<file path="src/rtl/mac_pkg.sv">
// Shared types and width/saturation helpers for the MAC accumulate stage.
package mac_pkg;

    typedef enum logic {
        S_ACC,
        S_OUT
    } state_e;

    function automatic int accw(input int dw, input int n);
        return 2 * dw + $clog2(n);
    endfunction

    function automatic longint sat_hi(input int w);
        return (longint'(1) << (w - 1)) - 1;
    endfunction

    function automatic longint sat_lo(input int w);
        return -(longint'(1) << (w - 1));
    endfunction

endpackage

</file>
<file path="src/rtl/sat_shift.sv">
// Arithmetic right shift (floor) then signed clamp to OW bits.
module sat_shift
    import mac_pkg::*;
#(
    parameter int IW    = 20,
    parameter int OW    = 10,
    parameter int SHIFT = 4
) (
    input  logic signed [IW-1:0] d_i,
    output logic signed [OW-1:0] q_o,
    output logic                 ovf_o
);

    localparam logic signed [IW-1:0] HI = IW'(sat_hi(OW));
    localparam logic signed [IW-1:0] LO = IW'(sat_lo(OW));

    logic signed [IW-1:0] sh;

    assign sh = d_i >>> SHIFT;

    always_comb begin
        q_o   = sh[OW-1:0];
        ovf_o = 1'b0;
        if (sh > HI) begin
            q_o   = HI[OW-1:0];
            ovf_o = 1'b1;
        end else if (sh < LO) begin
            q_o   = LO[OW-1:0];
            ovf_o = 1'b1;
        end
    end

endmodule

</file>
<file path="src/rtl/mac_accum.sv">
// Signed N-term multiply-accumulate with rescale/saturate, valid/ready in and out.
module mac_accum
    import mac_pkg::*;
#(
    parameter int a     = 10,
    parameter int DW    = 8,
    parameter int N     = 9,
    parameter int SHIFT = 4
) (
    input  logic                 clk,
    input  logic                 rst_n,
    input  logic                 in_valid,
    output logic                 in_ready,
    input  logic signed [DW-1:0] in_x,
    input  logic signed [DW-1:0] in_w,
    output logic                 out_valid,
    input  logic                 out_ready,
    output logic signed [a-1:0]  d_out,
    output logic                 ovf
);

    localparam int ACCW = accw(DW, N);
    localparam int CW   = $clog2(N + 1);

    state_e                 state_q, state_d;
    logic [CW-1:0]          cnt_q, cnt_d;
    logic signed [ACCW-1:0] acc_q, acc_d;
    logic signed [a-1:0]    dout_q, dout_d;
    logic                   ovf_q, ovf_d;
    logic                   ov_q, ov_d;

    logic signed [2*DW-1:0] prod;
    logic signed [ACCW-1:0] base;
    logic signed [ACCW-1:0] sum;
    logic signed [a-1:0]    sat;
    logic                   sat_ovf;
    logic                   last;

    assign prod = in_x * in_w;
    // First beat of a result starts from zero so no residue carries over.
    assign base = (cnt_q == '0) ? '0 : acc_q;
    assign sum  = base + ACCW'(prod);
    assign last = (cnt_q == CW'(N - 1));

    sat_shift #(
        .IW   (ACCW),
        .OW   (a),
        .SHIFT(SHIFT)
    ) u_sat (
        .d_i  (sum),
        .q_o  (sat),
        .ovf_o(sat_ovf)
    );

    assign in_ready  = (state_q == S_ACC);
    assign out_valid = ov_q;
    assign d_out     = dout_q;
    assign ovf       = ovf_q;

    always_comb begin
        state_d = state_q;
        cnt_d   = cnt_q;
        acc_d   = acc_q;
        dout_d  = dout_q;
        ovf_d   = ovf_q;
        ov_d    = ov_q;
        unique case (state_q)
            S_ACC: begin
                if (in_valid) begin
                    acc_d = sum;
                    if (last) begin
                        cnt_d   = '0;
                        dout_d  = sat;
                        ovf_d   = sat_ovf;
                        ov_d    = 1'b1;
                        state_d = S_OUT;
                    end else begin
                        cnt_d = cnt_q + CW'(1);
                    end
                end
            end
            S_OUT: begin
                if (out_ready) begin
                    ov_d    = 1'b0;
                    state_d = S_ACC;
                end
            end
            default: state_d = S_ACC;
        endcase
    end

    always_ff @(posedge clk) begin
        if (!rst_n) begin
            state_q <= S_ACC;
            cnt_q   <= '0;
            acc_q   <= '0;
            dout_q  <= '0;
            ovf_q   <= 1'b0;
            ov_q    <= 1'b0;
        end else begin
            state_q <= state_d;
            cnt_q   <= cnt_d;
            acc_q   <= acc_d;
            dout_q  <= dout_d;
            ovf_q   <= ovf_d;
            ov_q    <= ov_d;
        end
    end

endmodule

</file>
<file path="config.mk">
export PLATFORM = sky130hd
export DESIGN_NAME = mac_accum
export DESIGN_NICKNAME = d
export VERILOG_FILES = /design/src/rtl/mac_pkg.sv /design/src/rtl/sat_shift.sv /design/src/rtl/mac_accum.sv
export SDC_FILE = /design/constraint.sdc
export NUM_CORES = 1
export LEC_CHECK = 0
export ABC_AREA = 1
export CAP_MARGIN = 20
export CORE_MARGIN = 2
export CORE_UTILIZATION = 40
export CTS_BUF_LIST = sky130_fd_sc_hd__clkbuf_2
export DETAILED_ROUTE_END_ITERATION = 7
export SLEW_MARGIN = 10
export SYNTH_ARGS = -nofsm -noshare
export SYNTH_HDL_FRONTEND = slang
export SYNTH_SLANG_ARGS = --single-unit
</file>
<file path="constraint.sdc">
create_clock -name clk -period 7.7 [get_ports clk]
set_clock_uncertainty 0.15 [all_clocks]
set_input_delay 0.77 -clock clk [delete_from_list [all_inputs] [get_ports clk]]
set_output_delay 0.77 -clock clk [all_outputs]
set_load 0.05 [all_outputs]
</file>
==> summary.txt <==
Crit path largest cell delay: 0.55 ns
Synth area leader: fa_1
Net Count, Synth: 895
# DRC: 0
Mean Syn Cell Area: 7.54 um2
crit-path cells: clkdlybuf4s50_1 -> clkinv_1 -> or2_2 -> fa_1 -> fa_1 -> inv_1 -> fa_1 -> fa_1 -> fa_1 -> ha_1 -> nand2_1 -> nand3_1 -> nand3_1 -> nand3_1 -> nand2_1 -> nand2_1 -> nor2_2 -> nand3_2 -> a21oi_4 -> a21oi_1
Post-Syn Instances: 739
Overall Global Routing Usage: 18.0%
Post-synth EDFFs: 0
Critical Path Start Type: primary input
most frequent cell after synthesis: inv_1
PnR worst setup slack: 1.50 ns
critical path class: primary input to register
setup bufs post-CTS: 0
maximum clock rate: 161 MHz
pin count of the biggest net entering global routing: 32
Site Rows: 43
Worst path depth: 20
Hold Crit Depth: 2
setup TNS: 0 ns
asr flop ratio synth: 0%
RSZ-0062 raised after global routing: no
# IOs: 33
R2R Setup Slk: 1.91 ns
Die Height: 122 um
fraction of layout cells with a size suffix above 1: 4.90%
Synth top area share: 31.6%
cell depth of the worst flop-to-flop path: 24
Final min period: 6.20 ns
register area: 741 um2
Place WS: 1.03 ns
final WL: 12,000 um
HP Class: register to register
post-synthesis sequential area ratio: 13.3%
#FFs+latches synth: 37
capturing element type of the critical path: register
initial antenna violation count: 0
post-route ant nets: 0
worst skew pair latency: 0.39 ns
CP top delay family: adder cells
maximum clock path buffer count: 2
Most used DFF post-synth: dfxtp_1
post-CTS resize count: 0
Die Area: 14,900 um2
DR WL/cell: 12.8 um
Post-DP Area: 6030 um2
clock-pin slew on the worst setup and hold paths: 0.20 ns
Final setup viols: 0
critical path arrival: 6.36 ns
ANT cells: 0
dpl hpwl: 10,300 um
Final Hold Fails: 0
Max Cap Violations: 0
1st-iter DRT viols: 164
Clock Sinks: 37
first-pass GRT wire length: 21,700 um
multi-input logic area: 4020 um2
Yosys warnings: 0
CP Buf/Inv Count: 3
CTS Root Cell: clkbuf_2
htree depth: 2
Post-CTS Hold Fix Bufs: 0
worst-margin pin slew: 0.908 ns
grt ovf: 0
IO buf count: 32
die width: 122 um
Final Cycle Share: 80.6%
Layout Nets: 910
Detailed Routing Iterations Pass 1: 4
worst path required time: 7.85 ns
status: finished, final reports clean
area delta synth->final: 9.78%
post-route design area: 6120 um2
core outline area: 13,800 um2
cell mode on critical path: fa_1
number of global-route vias before repair: 4,610
relative slew slack: 39.3%
global placement routability congestion: 0.914
synthesized cell area: 5580 um2
post-synth cell types: 30
Synth top cells by count: inv_1, nand2_1, fa_1
CTS tree: built
Slew Viols, Final: 0
Via density: 4.65
via count: 4,351
total CTS buffers: 5
Critical Path Slowest Stage Cell: fa_1
Area contributors post-synth: fa_1, dfxtp_1, inv_1
crit-path max FO: 10
FILL cells: 1,460
Initial Utilization: 40.5%
-- layer usage --
layer  GRT usage (%)  routed length (um)
met4            3.02                 175
met5               0                   0
met3            2.25                 298
met1            23.6                5560
met2            32.4                5940
-- through the flow --
stage / hold slack (ns) / util, % / instances
2_1_floorplan: 0.279 / - / 739
3_3_place_gp: 0.298 / 43.8 / 927
3_5_place_dp: 0.304 / 43.8 / 927
4_1_cts: 0.328 / 44.4 / 935
5_1_grt: 0.344 / 44.4 / 935
6_report: 0.324 / 44.4 / 935
-- state kept, by name (all words and copies together), names as in the netlist --
signal / count
acc_q: 20
d_out: 10
cnt_q: 4
out_valid: 1
ovf: 1
state_q: 1
-- cells in the final DEF (no fill, tap or decap), drive strengths merged --
| cell type | instances |
|---|---|
| clkbuf | 5 |
| clkdlybuf4s50 | 32 |
| nand3 | 26 |
| xnor2 | 6 |
| xor2 | 9 |
| o21ai | 31 |
| o21a | 1 |
| nor4 | 1 |
| o211ai | 2 |
| clkinv | 2 |
| and2 | 2 |
| nand2 | 175 |
| nor2 | 48 |
| nor3 | 1 |
| dfxtp | 37 |
| bufinv | 2 |
| or2 | 2 |
| inv | 191 |
| nand4 | 8 |
| a21oi | 38 |
| ha | 48 |
| fa | 88 |
-- area by class of cell --
cell class                 instances  share of cell area (%)
inverter                         192                    11.8
tap                              180                    3.68
multi-input combinational        486                    65.7
clock buffer                       5                   0.409
timing repair buffer              32                    5.23
clock inverter                     3                    1.06
sequential                        37                    12.1
-- worst register-to-register path: stages (launching register included) --
cell	delay, ns
dfxtp_1	0.36
inv_1	0.09
ha_1	0.20
nand3_2	0.23
inv_1	0.42
nor2_1	0.15
fa_1	0.53
fa_1	0.43
fa_1	0.49
inv_1	0.05
fa_1	0.53
inv_1	0.04
ha_1	0.29
ha_1	0.38
nand2_2	0.11
nor2_2	0.16
nand3_1	0.14
nand3_1	0.14
nand2_1	0.06
nand2_1	0.08
nand2_1	0.08
nor2_2	0.10
nand3_2	0.09
a21oi_4	0.28
a21oi_1	0.13
-- worst paths after layout --
kind                                       startpoint                     to
worst max-delay path                          in_w[7]  d_out[1]$_SDFFE_PN0P_
worst min-delay path            acc_q[0]$_SDFFE_PN0P_  acc_q[0]$_SDFFE_PN0P_
worst max register to register  cnt_q[0]$_SDFFE_PN0P_  d_out[1]$_SDFFE_PN0P_
worst min register to register  acc_q[0]$_SDFFE_PN0P_  acc_q[0]$_SDFFE_PN0P_
-- logic make-up after synthesis --
logic type,share of synthesized area [%]
AOI/OAI and AO/OA,7.14
xor gates and xnor gates,2.36
DFF,13.3
and+or+nand+nor,20.3
adders and majority gates,42.4
buffers and inverters,14.5
Power is left out: the tool's default activity adds up to more than one toggle a clock period on the data nets, which glitch-free logic cannot reach.
